### src/rtl/rvnoob_pkg.sv
// Shared constants and types for the rvnoob core front end.
// Holds architectural widths, reset PC, well-known encodings and the fetch FSM states.
package rvnoob_pkg;

    localparam int XLEN   = 64;
    localparam int INST_W = 32;

    localparam logic [63:0] RESET_PC    = 64'h8000_0000;
    localparam logic [31:0] NOP_INST    = 32'h0000_0013;
    localparam logic [31:0] EBREAK_INST = 32'h0010_0073;

    typedef enum logic [1:0] {
        S_REQ  = 2'd0,
        S_WAIT = 2'd1,
        S_HOLD = 2'd2,
        S_HALT = 2'd3
    } fetch_state_e;

endpackage

### src/rtl/fetch_pc_reg.sv
// Fetch PC register: halt freezes it, redirect loads a word-aligned target, advance adds 4.
// Latency: new value visible the cycle after the update; no backpressure of its own.
module fetch_pc_reg
    import rvnoob_pkg::*;
#(
    parameter int              PC_W   = XLEN,
    parameter logic [PC_W-1:0] PC_RST = RESET_PC
) (
    input  logic            clock,
    input  logic            reset,
    input  logic            halt,
    input  logic            redirect_valid,
    input  logic [PC_W-1:0] redirect_pc,
    input  logic            advance,
    output logic [PC_W-1:0] pc_q,
    output logic [PC_W-1:0] pc_next
);

    logic [PC_W-1:0] pc_d;

    always_comb begin
        pc_d = pc_q;
        if (halt) begin
            pc_d = pc_q;
        end else if (redirect_valid) begin
            pc_d = {redirect_pc[PC_W-1:2], 2'b00};
        end else if (advance) begin
            // wraps modulo 2^PC_W without any fault
            pc_d = pc_q + {{(PC_W-3){1'b0}}, 3'd4};
        end
    end

    assign pc_next = pc_d;

    always_ff @(posedge clock) begin
        if (reset) begin
            pc_q <= PC_RST;
        end else begin
            pc_q <= pc_d;
        end
    end

endmodule

### src/rtl/ifu_fetch.sv
// Instruction fetch: one outstanding imem request, result held until decode takes it.
// Latency: 3 cycles per instruction at best; stalls on imem_req_ready / out_ready, stops forever on halt.
module ifu_fetch #(
    parameter int               XLEN     = rvnoob_pkg::XLEN,
    parameter int               INST_W   = rvnoob_pkg::INST_W,
    parameter logic [XLEN-1:0]  RESET_PC = rvnoob_pkg::RESET_PC
) (
    input  logic              clock,
    input  logic              reset,
    output logic              imem_req_valid,
    input  logic              imem_req_ready,
    output logic [XLEN-1:0]   imem_req_addr,
    input  logic              imem_resp_valid,
    input  logic [INST_W-1:0] imem_resp_data,
    input  logic              redirect_valid,
    input  logic [XLEN-1:0]   redirect_pc,
    input  logic              halt,
    output logic              out_valid,
    input  logic              out_ready,
    output logic [INST_W-1:0] out_inst,
    output logic [XLEN-1:0]   out_pc,
    output logic              halted
);

    rvnoob_pkg::fetch_state_e state_q, state_d;
    logic              drop_q, drop_d;
    logic [INST_W-1:0] out_inst_q, out_inst_d;
    logic [XLEN-1:0]   out_pc_q, out_pc_d;
    logic              halted_q, halted_d;

    logic              redir_take;
    logic              pc_adv;
    logic [XLEN-1:0]   pc;
    logic [XLEN-1:0]   pc_next_unused;

    fetch_pc_reg #(
        .PC_W   (XLEN),
        .PC_RST (RESET_PC)
    ) u_pc (
        .clock          (clock),
        .reset          (reset),
        .halt           (halt),
        .redirect_valid (redir_take),
        .redirect_pc    (redirect_pc),
        .advance        (pc_adv),
        .pc_q           (pc),
        .pc_next        (pc_next_unused)
    );

    always_comb begin
        state_d        = state_q;
        drop_d         = drop_q;
        out_inst_d     = out_inst_q;
        out_pc_d       = out_pc_q;
        halted_d       = halted_q;
        imem_req_valid = 1'b0;
        out_valid      = 1'b0;
        redir_take     = 1'b0;
        pc_adv         = 1'b0;

        if (halt) begin
            state_d  = rvnoob_pkg::S_HALT;
            halted_d = 1'b1;
        end else begin
            case (state_q)
                rvnoob_pkg::S_REQ: begin
                    imem_req_valid = !redirect_valid;
                    if (redirect_valid) begin
                        redir_take = 1'b1;
                    end else if (imem_req_ready) begin
                        state_d = rvnoob_pkg::S_WAIT;
                    end
                end
                rvnoob_pkg::S_WAIT: begin
                    if (redirect_valid) begin
                        redir_take = 1'b1;
                        // a same-cycle response is the stale one, so nothing is left to drop
                        if (imem_resp_valid) begin
                            drop_d  = 1'b0;
                            state_d = rvnoob_pkg::S_REQ;
                        end else begin
                            drop_d = 1'b1;
                        end
                    end else if (imem_resp_valid) begin
                        if (drop_q) begin
                            drop_d  = 1'b0;
                            state_d = rvnoob_pkg::S_REQ;
                        end else begin
                            out_inst_d = imem_resp_data;
                            out_pc_d   = pc;
                            pc_adv     = 1'b1;
                            state_d    = rvnoob_pkg::S_HOLD;
                        end
                    end
                end
                rvnoob_pkg::S_HOLD: begin
                    out_valid = !redirect_valid;
                    if (redirect_valid) begin
                        redir_take = 1'b1;
                        state_d    = rvnoob_pkg::S_REQ;
                    end else if (out_ready) begin
                        state_d = rvnoob_pkg::S_REQ;
                    end
                end
                default: begin
                    state_d = rvnoob_pkg::S_HALT;
                end
            endcase
        end

        if (reset) begin
            imem_req_valid = 1'b0;
            out_valid      = 1'b0;
        end
    end

    always_ff @(posedge clock) begin
        if (reset) begin
            state_q    <= rvnoob_pkg::S_REQ;
            drop_q     <= 1'b0;
            out_inst_q <= rvnoob_pkg::NOP_INST;
            out_pc_q   <= RESET_PC;
            halted_q   <= 1'b0;
        end else begin
            state_q    <= state_d;
            drop_q     <= drop_d;
            out_inst_q <= out_inst_d;
            out_pc_q   <= out_pc_d;
            halted_q   <= halted_d;
        end
    end

    assign imem_req_addr = pc;
    assign out_inst      = out_inst_q;
    assign out_pc        = out_pc_q;
    assign halted        = halted_q;

endmodule

### config.mk
export PLATFORM = sky130hd
export DESIGN_NAME = ifu_fetch
export DESIGN_NICKNAME = d
export VERILOG_FILES = /design/src/rtl/rvnoob_pkg.sv /design/src/rtl/fetch_pc_reg.sv /design/src/rtl/ifu_fetch.sv
export SDC_FILE = /design/constraint.sdc
export NUM_CORES = 1
export LEC_CHECK = 0
export ABC_AREA = 1
export ABC_CLOCK_PERIOD_IN_PS = 1800
export CAP_MARGIN = 20
export CORE_MARGIN = 1
export CORE_UTILIZATION = 45
export CTS_CLUSTER_SIZE = 25
export DETAILED_ROUTE_END_ITERATION = 6
export PLACE_DENSITY = 0.79
export RECOVER_POWER = 50
export SYNTH_ARGS = -nofsm -noshare
export SYNTH_HDL_FRONTEND = slang
export SYNTH_SLANG_ARGS = --single-unit
### constraint.sdc
create_clock -name clock -period 1.8 [get_ports clock]
set_input_delay 0.27 -clock clock [delete_from_list [all_inputs] [get_ports clock]]
set_output_delay 0.27 -clock clock [all_outputs]
set_load 0.02 [all_outputs]
==> summary.txt, run 1 <==
Status
  • Outcome: complete, but fails checks
  • Failing checks: negative setup slack

Die
  • I/O pins: ~270
  • Die area: roughly 19000 sq um
  • Core area: 17500 sq um
  • DIE HEIGHT: 136 um
  • Die width: 136 um
  • Initial Util: 46.5%
  • Cell row count: 48

Drt
  • WL final: ~34000 um
  • Residual DRC count: 0
  • ANT nets after route: 0
  • Vias: between 10000 and 15000
  • Routed WL per cell: 18.1 um
  • Drt pass-1 iters: 5
  • Vias per Instance: between 5 and 6
  • First DRT Iteration DRCs: around 870

STA
  • Fin crit period: 1840 ps
  • Worst-Margin Slew: around 700 ps
  • Hold Violations, Final: 0
  • Final WS setup: -40.2 ps
  • Slew HR: between 50 and 60%
  • Clock Skew: 14.3 ps
  • RSZ-0062 raised after global routing: true
  • Final Cycle Share: 102%
  • Fin. max-slew vios: 0
  • Final setup violation count: 7
  • Max Fclk: 543 MHz

Finish
  • Area delta synth->final: 63.2%
  • Antenna cells: 0
  • Layout cells sized above 1: 19.7%
  • Multi-input combinational cell area: 4520 sq um
  • Nets: 1747
  • Reg area: about 3200 sq um
  • Fill count: 1306
  • Finished Layout Cells: 1877

Worst setup path
  • Endpoint class of the critical path: register
  • Reg2reg path depth: 12
  • Worst EP required: ~2100 ps
  • Startpoint class of the critical path: register
  • Worst Path Arrival: ~2100 ps
  • Max Fanout on Critical Path: 8
  • WS Path Type: reg -> reg

Worst hold path
  • Hold path cells: 5
  • HP Class: in -> reg

GRT
  • Aggregate global routing overflow: 0
  • Largest net degree at the start of global routing: slightly above 60
  • Via count of the first global-routing pass: slightly below 10000
  • All-Layer GR Usage: 36.0%
  • First-pass GRT wire length: between 50000 and 60000 um
  • Initial antenna violation count: 0

Power
  • Clock share of power: 39.7%
  • Leakage: roughly 6 nW
  • Logic pwr share: 18.4%
  • Net switching power: about 2.6 mW
  • Peak VDD IR: about 0.00058 V
  • Sequential fraction of design power: between 40% and 50%
  • Total power: 9.16 mW
  • Internal: 6.51 mW
  • Pwr Density: 691 nW/um^2
  • Net switching fraction of the power: between 20 and 30%

Synth
  • Post-Syn Area: 8120 sq um
  • Fraction of registers with async set/reset: 0%
  • Synth top area cells: dfxtp_1, nand2_1, nor2_1
  • Gate Count Post-Synth: around 1200
  • Synthesis Warnings: 0
  • Synth area leader: dfxtp_1
  • Post-synth cell types: 39
  • Post-synth top cells: nand2_1, nor2_1, dfxtp_1
  • Number of flops mapped to enable cells by yosys: 0
  • Syn avg cell area: 6.57 sq um
  • Post-synth top flop: dfxtp_1
  • Top-count cell post-synth: nand2_1
  • Register bit total from synthesis: 160
  • Share of Yosys cell area claimed by the top area cell type: 39.4%
  • Post-synthesis sequential area ratio: 39.4%

Clock network
  • Clock sink count: 160
  • Inserted Clock Buffers: 17
  • Hold-fix buffer count after cts: 0
  • Htree depth: 4
  • Worst skew pair latency: 440 ps
  • Clock transition at path regs: 70 ps
  • CTS root buf: clkbuf_16
  • CTS tree: built
  • Longest Clk Path Bufs: 2

Run
  • Max Cap Viol: 0

Placement
  • Post-DP HPWL: around 24000 um
  • Placed cells: 1825
  • Count of input and output buffers: between 200 and 300
  • RePlAce Congestion: 1.01
sequential cells by signal, indices dropped and copies added (netlist names):
register,count
out_inst,32
drop_q,1
halted,1
u_pc.pc_q,62
state_q,2
out_pc,62
path summary, 6_finish.rpt:
kind                                  start             to  slack [ps]
worst max-delay path             state_q[1]  u_pc.pc_q[31]         -40
worst max register to register   state_q[1]  u_pc.pc_q[31]         -40
worst min register to register  out_inst[0]    out_inst[0]         460
worst min-delay path                  reset  u_pc.pc_q[27]         380
power by group through the flow:
| stage | logic [mW] | registers [mW] | clock network [mW] |
|---|---|---|---|
| 6_report | 1.68 | 3.84 | 3.63 |
| 5_1_grt | 1.80 | 3.85 | 3.81 |
| 4_1_cts | 1.62 | 3.83 | 3.64 |
| 3_5_place_dp | 1.59 | 3.90 | 0 |
| 3_3_place_gp | 1.57 | 3.90 | 0 |
| 2_1_floorplan | 0.514 | 4.07 | 0 |
cell type report:
class	count	share of cell area, %
Clock buffer	19	3.42
Clock inverter	13	0.953
Inverter	100	2.89
Multi-Input combinational cell	916	34.1
Sequential cell	160	24.4
Tap cell	225	2.12
Timing Repair Buffer	444	32.1
per-layer routing:
metal	part of all wire, %	up-vias	GRT usage [%]
met5	0	-	0
met4	4.1	0	15.7
met3	9.1	105	8.46
met2	47	597	60.9
met1	40	4847	43.4
li1	-	4847	-
through the flow:
stage	hold slack [ps]	utilization [%]	TNS, ps	instance area, sq um	worst slack [ps]
after global routing	414	75.8	-1840	13300	-125
after CTS	373	73.7	-263	12900	-46.0
after global placement	439	69.0	-10630	12100	-203
after floorplan	386	-	0	8130	11.3
final	377	75.8	-119	13300	-40.2
after detailed placement	450	69.0	-16140	12100	-244
worst max-delay path: stages, from the launching register on:
cell and delay [ps]:
dfxtp_2 330, inv_2 70, ha_4 120, inv_2 40
nor2_4 100, nand2_4 80, nor2_8 140, inv_6 70
buf_12 140, buf_12 140, buf_8 140, o211ai_1 210
nand4_1 120
cell usage in the layout, fill, tap and decap left out, types with 13 or more instances in the layout:
cell	n
clkdlybuf4s50_1	199
buf_12	13
nand2_2	18
buf_4	156
clkbuf_16	20
o211ai_1	16
nand4_1	16
nand3_1	60
dfxtp_1	145
nand2_1	298
dlygate4sd2_1	43
o21ai_0	93
nor2_4	18
o21ai_1	14
nor2_1	185
inv_1	89
a21oi_1	84
dlymetal6s2s_1	14
nor2_2	29
logic make-up after synthesis:
logic type / after synthesis / synth area share (%)
and+or+nand+nor: 657 / 34.0
AOI/OAI and AO/OA: 248 / 17.4
buffers and inverters: 163 / 8.18
DFF: 160 / 39.4
adders and majority gates: 5 / 0.770
xor gates and xnor gates: 2 / 0.216
other: 1 / 0.0462
repair_timing:
item | CTS | global route
setup endpoints to repair | 75 | 143
pin swaps | 21 | 25
buffers inserted | 12 | 5
cloned | 2 | 3
gates resized for setup | 87 | 111
No activity file was read; power rests on OpenSTA's default activity.
==> run 2, diff against run 1 <==
- SKIP_CTS_REPAIR_TIMING: not set -> 1
==> summary.txt, run 2 (synthesis results as in run 1) <==
Die
  • Die width: 136 um
  • Core area: 17500 sq um
  • Die area: 18600 sq um
  • Initial Util: a little under half
  • Cell row count: 48
  • I/O pins: 266
  • DIE HEIGHT: 136 um

STA
  • Fin. max-slew vios: 0
  • RSZ-0062 raised after global routing: true
  • Final WS setup: -208 ps
  • Hold Violations, Final: 0
  • Worst-Margin Slew: 679 ps
  • Final setup violation count: 27
  • Clock Skew: ~14 ps
  • Max Fclk: 498 MHz
  • Fin crit period: ~2000 ps
  • Final Cycle Share: 112%
  • Slew HR: a little over half

Finish
  • Nets: 1742
  • Area delta synth->final: 66.7%
  • Layout cells sized above 1: 21.4%
  • Commonest non-fill, non-tap cell in the layout: nand2_1
  • Finished Layout Cells: 1872
  • Antenna cells: 0
  • Most frequent cells in the layout: nand2_1, clkdlybuf4s50_1, nor2_1, buf_4, dfxtp_1

Worst hold path
  • Hold path cells: 5
  • HP Class: in -> reg

Drt
  • ANT nets after route: 0
  • Vias: ~10000
  • Vias per Instance: 5.56
  • WL final: 35200 um
  • First DRT Iteration DRCs: around 1000
  • Drt pass-1 iters: 7
  • Routed WL per cell: 18.8 um
  • Residual DRC count: 8

Status
  • Failing checks: design-rule violations, negative setup slack
  • Outcome: complete, but fails checks

GRT
  • Via count of the first global-routing pass: 9519
  • Aggregate global routing overflow: 0
  • First-pass GRT wire length: between 40000 and 50000 um
  • All-Layer GR Usage: 35.2%
  • Initial antenna violation count: 0
  • Largest net degree at the start of global routing: 61

Worst setup path
  • Endpoint class of the critical path: register
  • Worst Path Arrival: 2360 ps
  • Startpoint class of the critical path: register
  • Max Fanout on Critical Path: 6
  • WS Path Type: reg -> reg
  • Reg2reg path depth: 12
  • Worst EP required: 2150 ps

Power
  • Peak VDD IR: 0.000687 V
  • Leakage: 6.35 nW
  • Pwr Density: a little under 700 nW/um^2

Placement
  • Placed cells: 1825
  • RePlAce Congestion: 1.01
  • DP Worst Slack: -244 ps
  • Count of input and output buffers: 259
  • Post-DP HPWL: 24300 um

Clock network
  • Worst skew pair latency: around 440 ps
  • CTS tree: built
  • Longest Clk Path Bufs: 2
  • Clock sink count: 160
  • CTS root buf: clkbuf_16
  • Inserted Clock Buffers: 17
  • Htree depth: 4
  • Clock transition at path regs: approximately 70 ps

Run
  • Max Cap Viol: 0
run 2: cell count changes in the layout (fill, tap and decap cells not counted), sizes merged:
| cell | before | now |
|---|---|---|
| clkdlybuf4s50 | 199 | 202 |
| buf | 185 | 178 |
| dlygate4sd2 | 43 | 0 |
| clkbuf | 22 | 24 |
| dlymetal6s2s | 14 | 54 |
run 2: worst paths after layout:
path              slack [ps]             to        start
setup reg to reg        -210  u_pc.pc_q[30]   state_q[1]
setup / recovery        -210  u_pc.pc_q[30]   state_q[1]
hold reg to reg          450    out_inst[0]  out_inst[0]
hold / removal           370  u_pc.pc_q[27]        reset
run 2: stage by stage:
step	hold WS (ps)	setup TNS [ps]	total power, mW	utilization [%]	instance area (sq um)
2_1_floorplan	386	0	4.59	-	8130
3_3_place_gp	439	-10630	5.46	69.0	12100
3_5_place_dp	450	-16140	5.49	69.0	12100
4_1_cts	373	-4780	9.07	72.4	12600
5_1_grt	393	-5720	9.54	77.5	13500
6_report	375	-1430	9.25	77.5	13500
run 2: cell type report:
cell class | instances | area, sq um
tap | 225 | 282
timing repair buffer | 439 | 4360
fill | 1222 | 3940
clock inverter | 13 | 126
sequential | 160 | 3230
clock buffer | 19 | 453
inverter | 100 | 383
multi-input combinational | 916 | 4700
run 2: routing by layer:
layer | vias up | wire length [um] | track usage, %
met5 | - | 0 | 0
met4 | 0 | 1460 | 14.4
met3 | 115 | 3470 | 7.90
met2 | 635 | 16800 | 59.3
met1 | 4845 | 13400 | 43.1
li1 | 4822 | - | -
run 2: critical path, stage by stage (launching register included):
cell and delay (ps):
dfxtp_2 330, inv_2 70, ha_4 130, inv_4 30, nor2_4 130, nand2_4 90
nor2_8 150, inv_4 50, buf_12 130, buf_8 130, or2_0 240, or2_0 240
a31oi_1 190
run 2: power by group:
| part | switching (mW) | internal [mW] |
|---|---|---|
| Sequential | 0.140 | 3.70 |
| Clock | 1.66 | 2.00 |
| Combinational | 0.906 | 0.834 |
| Total | 2.71 | 6.54 |
==> run 3, diff against run 2 <==
- CAP_MARGIN: 20 -> not set
- CTS_CLUSTER_SIZE: 25 -> not set
- MAX_ROUTING_LAYER: not set -> met4
==> summary.txt, run 3 (synthesis results as in run 1) <==
Status
  • Outcome: complete, but fails checks
  • Failing checks: negative setup slack

Die
  • DIE HEIGHT: 136 um
  • I/O pins: approximately 270
  • Die area: 18600 sq um
  • Cell row count: 48
  • Initial Util: 46.5%
  • Die width: about 140 um
  • Core area: 17500 sq um

Placement
  • Count of input and output buffers: around 260
  • RePlAce Congestion: 1.03
  • Post-DP HPWL: 24100 um

Drt
  • Routed WL per cell: 17.5 um
  • Residual DRC count: 0
  • ANT nets after route: 0
  • First DRT Iteration DRCs: roughly 850
  • Vias per Instance: 5.42
  • WL final: 32800 um
  • Drt pass-1 iters: 5
  • Vias: 10100

GRT
  • Aggregate global routing overflow: 0
  • All-Layer GR Usage: 35.4%
  • Via count of the first global-routing pass: roughly 9600
  • First-pass GRT wire length: between 40000 and 50000 um
  • Largest net degree at the start of global routing: between 60 and 70
  • Initial antenna violation count: 0

Clock network
  • Longest Clk Path Bufs: 2
  • Htree depth: 4
  • CTS tree: built
  • Clock sink count: 160
  • Worst skew pair latency: roughly 430 ps
  • CTS root buf: clkbuf_16
  • Clock transition at path regs: 70 ps
  • Inserted Clock Buffers: 17

Finish
  • Antenna cells: 0
  • Most frequent cells in the layout: nand2_1, clkdlybuf4s50_1, nor2_1, buf_4, dfxtp_1
  • Commonest non-fill, non-tap cell in the layout: nand2_1
  • Fin util: 76.1%
  • Nets: 1738
  • Layout cells sized above 1: 20.3%
  • Area delta synth->final: 63.8%

Worst setup path
  • Worst EP required: 2160 ps
  • Reg2reg path depth: 11
  • Crit path launch: state_q[1]
  • CP max stage cell: dfxtp_2
  • R2R Setup Slk: -60 ps
  • Startpoint class of the critical path: register
  • Worst path cell trace: inv_2 > ha_4 > inv_2 > nor2_4 > nand2_4 > nor2_8 > inv_6 > buf_12 > or2_1 > or2_1 > a31oi_1
  • Worst Path Arrival: between 2000 and 2500 ps
  • Endpoint class of the critical path: register
  • WS Path Type: reg -> reg
  • Critical Path Max Stage Delay: 320 ps
  • R2r startpoint: state_q[1]
  • Max Fanout on Critical Path: 9
  • Worst r2r dst: u_pc.pc_q[22]

STA
  • Max Fclk: 537 MHz
  • Hold Violations, Final: 0
  • Final setup violation count: 6
  • TNS Setup: -219 ps
  • Fin crit period: 1860 ps
  • Fin. max-slew vios: 0
  • Clock Skew: 10.9 ps
  • Worst-Margin Slew: 676 ps
  • Final Cycle Share: 103%
  • RSZ-0062 raised after global routing: true
  • Slew HR: between 50% and 60%
  • Final WS setup: -60.7 ps

Power
  • Leakage: 6.30 nW
  • Peak VDD IR: 0.000655 V
  • Pwr Density: 695 nW/um^2

Worst hold path
  • Hold path cells: 4
  • Hold_sp: reset
  • WHS Endpoint: u_pc.pc_q[31]
  • HP Class: in -> reg

Run
  • Max Cap Viol: 0
-- run 3: cell count changes in the layout (fill, tap and decap cells not counted), sizes merged --
cell / delta
buf: -3
bufinv: +2
clkbuf: -2
clkdlybuf4s50: -1
clkinv: -3
clkinvlp: +2
dlymetal6s2s: +2
inv: -2
-- run 3: layout make-up --
type | count | area (sq um)
inverters | 100 | 385
fillers | 1325 | 4170
multi-input cells | 916 | 4540
well taps | 225 | 282
clock buffers | 19 | 433
clock inverters | 12 | 159
repair buffers | 435 | 4270
flip-flops and latches | 160 | 3230
-- run 3: worst max path at each step --
stage | to | depth (start not counted) | slack (ps)
2_1_floorplan | u_pc.pc_q[54] | 10 | 10
3_3_place_gp | u_pc.pc_q[22] | 9 | -200
3_5_place_dp | u_pc.pc_q[22] | 9 | -290
4_1_cts | imem_req_valid | 6 | -320
5_1_grt | u_pc.pc_q[28] | 11 | -140
6_report | u_pc.pc_q[22] | 11 | -60
-- run 3: report_power, final --
group	leakage (nW)	internal (mW)	switching, mW
registers	1.31	3.70	0.135
logic	4.72	0.808	0.854
clock network	0.272	2.18	1.56
-- run 3: worst max-delay path, delay by kind of cell, from the launching register on --
kind	cells	cell delay, ps
AO/OA/AOI/OAI	1	170
adder cells (fa/ha/maj)	1	130
buffers and inverters	4	320
flip-flops	1	320
AND/OR/NAND/NOR	5	840
-- run 3: metrics by stage --
step | setup slack (ps) | power (mW) | std cells | hold WS, ps | area (sq um)
after global placement | -201 | 5.46 | 1825 | 439 | 12100
final | -60.7 | 9.25 | 1867 | 380 | 13300
after detailed placement | -294 | 5.48 | 1825 | 445 | 12100
after floorplan | 11.3 | 4.59 | 1239 | 386 | 8130
after CTS | -316 | 9.18 | 1856 | 378 | 12700
after global routing | -141 | 9.55 | 1867 | 406 | 13300
-- run 3: routing by layer --
metal | vias to the layer above | share of wire, % | track usage (%) | wire length (um)
li1 | 4815 | - | - | -
met1 | 4680 | 40 | 42.0 | 13200
met2 | 521 | 47 | 58.0 | 15300
met3 | 104 | 8.7 | 7.53 | 2850
met4 | 0 | 4.4 | 14.3 | 1430
met5 | - | 0 | - | 0
